### src/rtl/btn_cond_pkg.sv
// btn_cond shared types and default timing.
// Phase encoding for auto-repeat and the raw pulse bundle.
package btn_cond_pkg;

    localparam int CNT_W_DFLT         = 22;
    localparam int DB_CYCLES_DFLT     = 50000;
    localparam int REPEAT_DELAY_DFLT  = 3000000;
    localparam int REPEAT_PERIOD_DFLT = 1000000;

    typedef enum logic [1:0] {
        IDLE,
        DELAY,
        PERIOD
    } rpt_phase_t;

    typedef struct packed {
        logic fire;
        logic aim_r;
        logic aim_l;
        logic right;
        logic left;
    } btn_vec_t;

endpackage

### src/rtl/btn_chan.sv
// One button channel: 2-FF sync, debounce,
// press-edge detect and optional hold-to-repeat.
module btn_chan
    import btn_cond_pkg::*;
#(
    parameter int CNT_W         = CNT_W_DFLT,
    parameter int DB_CYCLES     = DB_CYCLES_DFLT,
    parameter bit REPEAT_EN     = 1'b0,
    parameter int REPEAT_DELAY  = REPEAT_DELAY_DFLT,
    parameter int REPEAT_PERIOD = REPEAT_PERIOD_DFLT
) (
    input  logic clk,
    input  logic rst_n,
    input  logic btn,
    output logic raw_pulse
);

    localparam logic [CNT_W-1:0] DB_MAX =
        CNT_W'(DB_CYCLES - 1);

    logic             sync_ff;
    logic             sync_q;
    logic             stable;
    logic [CNT_W-1:0] cnt;
    logic             flip;
    logic             rise;
    logic             fall;
    logic             rpt_hit;

    assign flip = (sync_q != stable) && (cnt == DB_MAX);
    assign rise = flip && sync_q;
    assign fall = flip && !sync_q;

    // Bring the asynchronous level into the clock domain.
    always_ff @(posedge clk or negedge rst_n) begin
        if (!rst_n) begin
            sync_ff <= 1'b0;
            sync_q  <= 1'b0;
        end else begin
            sync_ff <= btn;
            sync_q  <= sync_ff;
        end
    end

    // Flip stable only after DB_CYCLES consecutive disagreements.
    always_ff @(posedge clk or negedge rst_n) begin
        if (!rst_n) begin
            stable <= 1'b0;
            cnt    <= '0;
        end else if (sync_q == stable) begin
            cnt <= '0;
        end else if (cnt == DB_MAX) begin
            stable <= sync_q;
            cnt    <= '0;
        end else begin
            cnt <= cnt + 1'b1;
        end
    end

    generate
        if (REPEAT_EN) begin : g_rpt
            localparam logic [CNT_W-1:0] RD_MAX =
                CNT_W'(REPEAT_DELAY - 1);
            localparam logic [CNT_W-1:0] RP_MAX =
                CNT_W'(REPEAT_PERIOD - 1);

            rpt_phase_t       phase;
            logic [CNT_W-1:0] rpt_cnt;

            // A falling edge wins over a repeat boundary.
            always_comb begin
                rpt_hit = 1'b0;
                if (stable && !fall) begin
                    unique case (1'b1)
                        (phase == DELAY):
                            rpt_hit = (rpt_cnt == RD_MAX);
                        (phase == PERIOD):
                            rpt_hit = (rpt_cnt == RP_MAX);
                        default:
                            rpt_hit = 1'b0;
                    endcase
                end
            end

            // Repeat timer restarts on press, stops on release.
            always_ff @(posedge clk or negedge rst_n) begin
                if (!rst_n) begin
                    phase   <= IDLE;
                    rpt_cnt <= '0;
                end else if (rise) begin
                    phase   <= DELAY;
                    rpt_cnt <= '0;
                end else if (fall) begin
                    phase   <= IDLE;
                    rpt_cnt <= '0;
                end else if (stable) begin
                    if (rpt_hit) begin
                        phase   <= PERIOD;
                        rpt_cnt <= '0;
                    end else begin
                        rpt_cnt <= rpt_cnt + 1'b1;
                    end
                end
            end
        end else begin : g_no_rpt
            assign rpt_hit = 1'b0;
        end
    endgenerate

    // One-cycle pulse on press or repeat boundary.
    always_ff @(posedge clk or negedge rst_n) begin
        if (!rst_n) begin
            raw_pulse <= 1'b0;
        end else begin
            raw_pulse <= rise | rpt_hit;
        end
    end

endmodule

### src/rtl/btn_cond.sv
// Five-button conditioner with opposing-direction
// conflict suppression on the registered outputs.
module btn_cond
    import btn_cond_pkg::*;
#(
    parameter int CNT_W         = CNT_W_DFLT,
    parameter int DB_CYCLES     = DB_CYCLES_DFLT,
    parameter int REPEAT_DELAY  = REPEAT_DELAY_DFLT,
    parameter int REPEAT_PERIOD = REPEAT_PERIOD_DFLT
) (
    input  logic clk,
    input  logic rst_n,
    input  logic btn_left,
    input  logic btn_right,
    input  logic btn_aim_l,
    input  logic btn_aim_r,
    input  logic btn_fire,
    output logic left_x,
    output logic right_x,
    output logic left_aim,
    output logic right_aim,
    output logic fire
);

    btn_vec_t raw;

    btn_chan #(
        .CNT_W(CNT_W), .DB_CYCLES(DB_CYCLES),
        .REPEAT_EN(1'b1),
        .REPEAT_DELAY(REPEAT_DELAY),
        .REPEAT_PERIOD(REPEAT_PERIOD)
    ) u_left (
        .clk(clk), .rst_n(rst_n),
        .btn(btn_left), .raw_pulse(raw.left)
    );

    btn_chan #(
        .CNT_W(CNT_W), .DB_CYCLES(DB_CYCLES),
        .REPEAT_EN(1'b1),
        .REPEAT_DELAY(REPEAT_DELAY),
        .REPEAT_PERIOD(REPEAT_PERIOD)
    ) u_right (
        .clk(clk), .rst_n(rst_n),
        .btn(btn_right), .raw_pulse(raw.right)
    );

    btn_chan #(
        .CNT_W(CNT_W), .DB_CYCLES(DB_CYCLES),
        .REPEAT_EN(1'b0),
        .REPEAT_DELAY(REPEAT_DELAY),
        .REPEAT_PERIOD(REPEAT_PERIOD)
    ) u_aim_l (
        .clk(clk), .rst_n(rst_n),
        .btn(btn_aim_l), .raw_pulse(raw.aim_l)
    );

    btn_chan #(
        .CNT_W(CNT_W), .DB_CYCLES(DB_CYCLES),
        .REPEAT_EN(1'b0),
        .REPEAT_DELAY(REPEAT_DELAY),
        .REPEAT_PERIOD(REPEAT_PERIOD)
    ) u_aim_r (
        .clk(clk), .rst_n(rst_n),
        .btn(btn_aim_r), .raw_pulse(raw.aim_r)
    );

    btn_chan #(
        .CNT_W(CNT_W), .DB_CYCLES(DB_CYCLES),
        .REPEAT_EN(1'b0),
        .REPEAT_DELAY(REPEAT_DELAY),
        .REPEAT_PERIOD(REPEAT_PERIOD)
    ) u_fire (
        .clk(clk), .rst_n(rst_n),
        .btn(btn_fire), .raw_pulse(raw.fire)
    );

    // Drop simultaneous opposing pulses; fire passes through.
    always_ff @(posedge clk or negedge rst_n) begin
        if (!rst_n) begin
            left_x    <= 1'b0;
            right_x   <= 1'b0;
            left_aim  <= 1'b0;
            right_aim <= 1'b0;
            fire      <= 1'b0;
        end else begin
            left_x    <= raw.left  & ~raw.right;
            right_x   <= raw.right & ~raw.left;
            left_aim  <= raw.aim_l & ~raw.aim_r;
            right_aim <= raw.aim_r & ~raw.aim_l;
            fire      <= raw.fire;
        end
    end

endmodule

### config.mk
export PLATFORM = sky130hd
export DESIGN_NAME = btn_cond
export DESIGN_NICKNAME = d
export VERILOG_FILES = /design/src/rtl/btn_cond_pkg.sv /design/src/rtl/btn_chan.sv /design/src/rtl/btn_cond.sv
export SDC_FILE = /design/constraint.sdc
export NUM_CORES = 1
export LEC_CHECK = 0
export CAP_MARGIN = 20
export CORE_MARGIN = 2
export CORE_UTILIZATION = 30
export DETAILED_ROUTE_END_ITERATION = 7
export SLEW_MARGIN = 30
export SYNTH_ARGS = -nofsm -noshare
export SYNTH_HDL_FRONTEND = slang
export SYNTH_SLANG_ARGS = --single-unit
### constraint.sdc
create_clock -name clk -period 3 [get_ports clk]
set_input_delay 0.6 -clock clk [delete_from_list [all_inputs] [get_ports clk]]
set_output_delay 0.6 -clock clk [all_outputs]
set_load 0.02 [all_outputs]
# Word level (Yosys, flattened, before mapping)

Cells that the tools add are included.

Register bits after elaboration: 183
Input port bits: 7
Output and inout bits: 5
Logic and storage cells: 138

$add $sub $neg: 7
Eq/ne operators: 23
Multiplexer cells: 30
Bitwise gates (word level): 15
Reduce and logical (&&, ||, !) cells: 29

Operators with widths:

| kind                  | number |
|---|---|
| $mux 22               | 18 |
| $add 22x1->22 const B | 7 |
| $eq 22x16->1 const B  | 5 |
| $eq 22x20->1 const B  | 2 |
| $eq 22x22->1 const B  | 2 |
| $mux 2                | 8 |
| $logic_and 1x1->1     | 14 |
| $reduce_and 2->1      | 7 |
| $reduce_bool 3->1     | 4 |
| $not 1->1             | 9 |
| $eq 1x1->1            | 5 |
| $ne 1x1->1            | 5 |
| $and 1x1->1           | 4 |
| $eq 2x1->1 const B    | 2 |
| $eq 2x2->1 const B    | 2 |
| $logic_not 1->1       | 4 |
| $pmux 1 s2            | 2 |
| $mux 1                | 2 |
| $or 1x1->1            | 2 |

# Longest topological paths before layout

Word-level depth: 10
Mapped depth: 9
Gate-level depth less buffers: 7

# Hierarchy

Synthesis repeated with hierarchy kept, for this count alone.

Cells, all modules: 957
Area total of the unflattened synthesis: 9,390.3 um2

Modules (own cells, without submodules):

| module                  | instances | cells each | area each (um2) | sequential area each (um2) |
|---|---|---|---|---|
| btn_chan at u_left ...  | 2         | 288        | 2,710.1         | 1,251.2 |
| btn_chan at u_aim_l ... | 3         | 124        | 1,270.0         | 650.6 |
| btn_cond                | 1         | 9          | 160.2           | 125.1 |

# Least setup slack after synthesis

Ideal clock, no wire load.

Path type: register to register
From: register u_left.cnt[0]
To: register u_left.g_rpt.rpt_cnt[12]
Setup time: 0.082 ns
Data arrival time: 2.000 ns
Required time: 2.918 ns
Slack: 0.918 ns
Stages on the path, launching flop included: 9
Buffers on the path: 2
Period minus slack after synthesis: 2.082 ns
Cells stage by stage: dfrtp_1 ha_1 and3_1 and4_1 clkbuf_1 a31oi_1 buf_2 o211ai_1 a31oi_1

Longest elaborated chain between the ends: 10
Elaborated cells on any way between the ends: 12
Classes of those cells: 1 x eq/ne; 5 x mux; 6 x reduce/logical

Ends and longest elaborated chain:

| item                     | RTL line        | text |
|---|---|---|
| start: declaration       | btn_chan.sv:24  | `logic [CNT_W-1:0] cnt;` |
| start signal: assignment | btn_chan.sv:56  | `cnt <= cnt + 1'b1;` |
| $eq 22x16->1 (*)         | btn_chan.sv:30  | `assign flip = (sync_q != stable) && (cnt == DB_MAX);` |
| $logic_and 1x1->1 (*)    | btn_chan.sv:30  |  |
| $logic_and 1x1->1        | btn_chan.sv:32  | `assign fall = flip && !sync_q;` |
| $logic_not 1->1          | btn_chan.sv:73  | `if (stable && !fall) begin` |
| $logic_and 1x1->1        | btn_chan.sv:73  |  |
| $mux 1                   | btn_chan.sv:73  |  |
| $mux 22                  | btn_chan.sv:97  | `if (rpt_hit) begin` |
| $mux 22                  | btn_chan.sv:96  | `end else if (stable) begin` |
| $mux 22                  | btn_chan.sv:93  | `end else if (fall) begin` |
| $mux 22                  | btn_chan.sv:90  | `end else if (rise) begin` |
| end signal: assignment   | btn_chan.sv:101 | `rpt_cnt <= rpt_cnt + 1'b1;` |
| end: declaration         | btn_chan.sv:68  | `logic [CNT_W-1:0] rpt_cnt;` |

Mark *: on every way between the ends. The rest lies on a longest branch, timed or not. The select of a mux whose other input is x is not followed.
A chain may end at the register's enable or synchronous reset.

# Worst setup path in the final report

From: register u_left.g_rpt.rpt_cnt[8]
To: register u_left.g_rpt.rpt_cnt[15]

Longest elaborated chain between the ends: 7
Elaborated cells on any way between the ends: 9
Classes of those cells: 1 x add/sub; 2 x eq/ne; 6 x mux

Ends and longest elaborated chain:

| item                                                  | RTL line |
|---|---|
| branches (longest 3 deep; another with $add 22x1->22) | - |
| $mux 22 (*)                                           | btn_chan.sv:97 |
| $mux 22 (*)                                           | btn_chan.sv:96 |
| $mux 22 (*)                                           | btn_chan.sv:93 |
| $mux 22 (*)                                           | btn_chan.sv:90 |

Every way passes the cells marked *. The select of a mux whose other input is x is not followed.

==> impl_results.md <==
* Status: completed
* Area Overhead vs Synth at 12.4%
* Mapped Nets at 969
* Clock skew at 0.00640 ns
* Rows at 64
* Drc violations at 0
* Crit path max fanout at 31
* Initial antenna violation count at 0
* Top post-synthesis cells by area: dfrtp_1, xnor2_1, nor2_1, xor2_1, nand3_1
* Final Hold Vio Count at 0
* Fraction of layout cells with a size suffix above 1 at 6.02%
* Critical path's largest stage delay at 0.55 ns
* Gr usage total at 11.7%
* CTS tree: yes
* CTS Buf Count at 17
* Largest net degree at the start of global routing at 94
* Synth warnings at 0
* # nets final at 970
* Seq cells post-synth at 183
* Die W at 179 um
* R2R depth at 6
* # resized after CTS at 0
* Drt via density at 5.05
* Critical Path AT at 2.68 ns
* Fillers at 3,060
* Die area at 32,200 um^2
* Hold-critical path depth at 0
* Cell Chain, Critical Path: or4b_1 -> nor4b_2 -> o2111ai_2 -> buf_4 -> a311oi_1 -> a21oi_1
* Synth Flop Type: dfrtp_1
* Critical path's slowest cell: or4b_1
* CTS max path bufs at 2
* Port bufs at 11
* Synth unique cells at 63
* Routed Antenna Nets at 0
* Tcrit/Tclk final at 78.9%
* Num Clock Sinks at 183
* Synth Instances at 953
* Place WS at 0.670 ns
* 1st-iter DRT viols at 477
* Max_cap viols at 0
* Post-synth EDFFs at 0
* Placer Congestion at 0.794
* Number of diodes at 0
* Syn_area_per_cell at 9.69 um^2
* Setup TNS at 0 ns
* Setup violation total in the final timing report at 0
* Commonest cells after routing, fill and taps aside: dfrtp_1, nor2_1, nand2_1
* Min Clock Period, post-route at 2.37 ns
* Power Dens Cells at 473 nW/um^2
* HPWL Detailed at 11.5 mm
* Global-route wire length before repair at 32.1 mm
* Fmax at 0.423 GHz
* Seq/Total Area, Yosys at 49.6%
* Total congestion overflow at 0
* Wire per inst at 13.4 um
* Skew-Pair Late Insertion Delay at 0.44 ns
* Worst min path class: reg2reg
* Slew HR at 49.1%
* Worst setup margin at 0.633 ns
* Commonest non-fill, non-tap cell in the layout: dfrtp_1
* DR vias at 6,869
* Clk slew on worst S/H paths at 0.06 ns
* Actual slew at the worst max-slew pin at 0.757 ns
* Die Y at 179 um
* RSZ-0062 raised after global routing: no
* Worst Path Required at 3.31 ns
* Critical Path Sink Type: flip-flop
* Root Buffer: clkbuf_16
* Area of the core at 30,400 um^2
* Initial Util at 30.3%
* # IOs at 12
* Hold_ws at 0.351 ns
* TritonRoute pass-1 iters at 5
* Top cell type's share of synthesized area at 49.6%
* Critical path class: reg2reg
* Post-synth ARST share at 100%
* Vias in the first global route at 6,740
* CTS H-Tree Depth at 4
* Tot Pwr at 4.91 mW
* Final WL at 18.2 mm
* Pleak at 4.16 nW
* CP Launch Type: flip-flop
* Post-synth top area cell: dfrtp_1
* Fin util at 34.1%
* Peak supply drop at 0.406 mV
* Max-slew violations at 0
* Mapped Area at 9230 um^2
[worst max-delay path, delay by kind of cell (launching register included)]
kind,cells,cell delay (ns)
simple gates,2,0.80
buf+inv,1,0.35
compound gates,3,0.65
flops,1,0.43
[kinds of logic after synthesis]
family	synth area share, %
AOI/OAI and AO/OA	9.08
and+or+nand+nor	26.6
muxes	0.366
DFF	49.6
xor gates and xnor gates	9.58
adders and majority gates	1.22
buffers and inverters	3.57
[area by class of cell]
class                           instances  area, um^2  area share, %
Clock buffer                           17         425           4.10
Clock inverter                         11         153           1.47
Inverter                               31         116           1.12
Multi-Input combinational cell        695        4340           41.8
Sequential cell                       183        4580           44.1
Tap cell                              396         495           4.78
Timing Repair Buffer                   26         267           2.57
[worst paths after layout]
path	start	slack (ns)	end
max	u_left.g_rpt.rpt_cnt[8]$_DFFE_PN0P_	0.63	u_left.g_rpt.rpt_cnt[15]$_DFFE_PN0P_
min	u_fire.raw_pulse$_DFF_PN0_	0.35	fire$_DFF_PN0_
max reg2reg	u_left.g_rpt.rpt_cnt[8]$_DFFE_PN0P_	0.63	u_left.g_rpt.rpt_cnt[15]$_DFFE_PN0P_
min reg2reg	u_fire.raw_pulse$_DFF_PN0_	0.35	fire$_DFF_PN0_
max in group asynchronous	rst_n	1.77	u_left.g_rpt.rpt_cnt[3]$_DFFE_PN0P_
min in group asynchronous	rst_n	0.54	right_aim$_DFF_PN0_
[report_power, final]
part	switching (mW)	internal (mW)
clock	0.975	1.30
combinational	0.0867	0.0346
sequential	0.0242	2.49
total	1.09	3.82
[per-stage QoR]
step / area, um^2 / instances
after floorplan: 9230 / 953
after global placement: 9790 / 1330
after detailed placement: 9790 / 1330
after CTS: 10400 / 1359
after global routing: 10400 / 1359
final: 10400 / 1359
[synth_stat cells, drive strengths merged (8+ instances only)]
cell type / number
nor2: 138
xor2: 36
nor3b: 9
nand3: 56
and3: 37
nor3: 37
a21oi: 9
a31oi: 26
nor4: 26
o21ai: 14
nand2: 69
dfrtp: 183
inv: 31
xnor2: 65
ha: 9
nand4: 34
nor4b: 8
buf: 20
and4: 17
clkbuf: 24
[layer usage]
metal	wire length [um]	vias up	GRT usage, %
li1	-	3400	-
met4	254	0	3.35
met2	8430	81	18.6
met3	481	19	2.59
met1	9020	3369	16.0
met5	0	-	0
[sequential cells by signal, indices dropped and copies added, names as in the netlist, 2 cells and up]
signal	count
u_aim_r.cnt	22
u_right.g_rpt.phase	2
u_left.g_rpt.rpt_cnt	22
u_right.g_rpt.rpt_cnt	22
u_left.cnt	22
u_right.cnt	22
u_left.g_rpt.phase	2
u_fire.cnt	22
u_aim_l.cnt	22
[timing repair]
action | in CTS | in global routing
endpoints found under the setup margin | 0 | 0
hold buffers | 1 | 0
setup buffers | 0 | 0
endpoints found under the hold margin | 2 | 0
(Power assumes the default switching activity.)
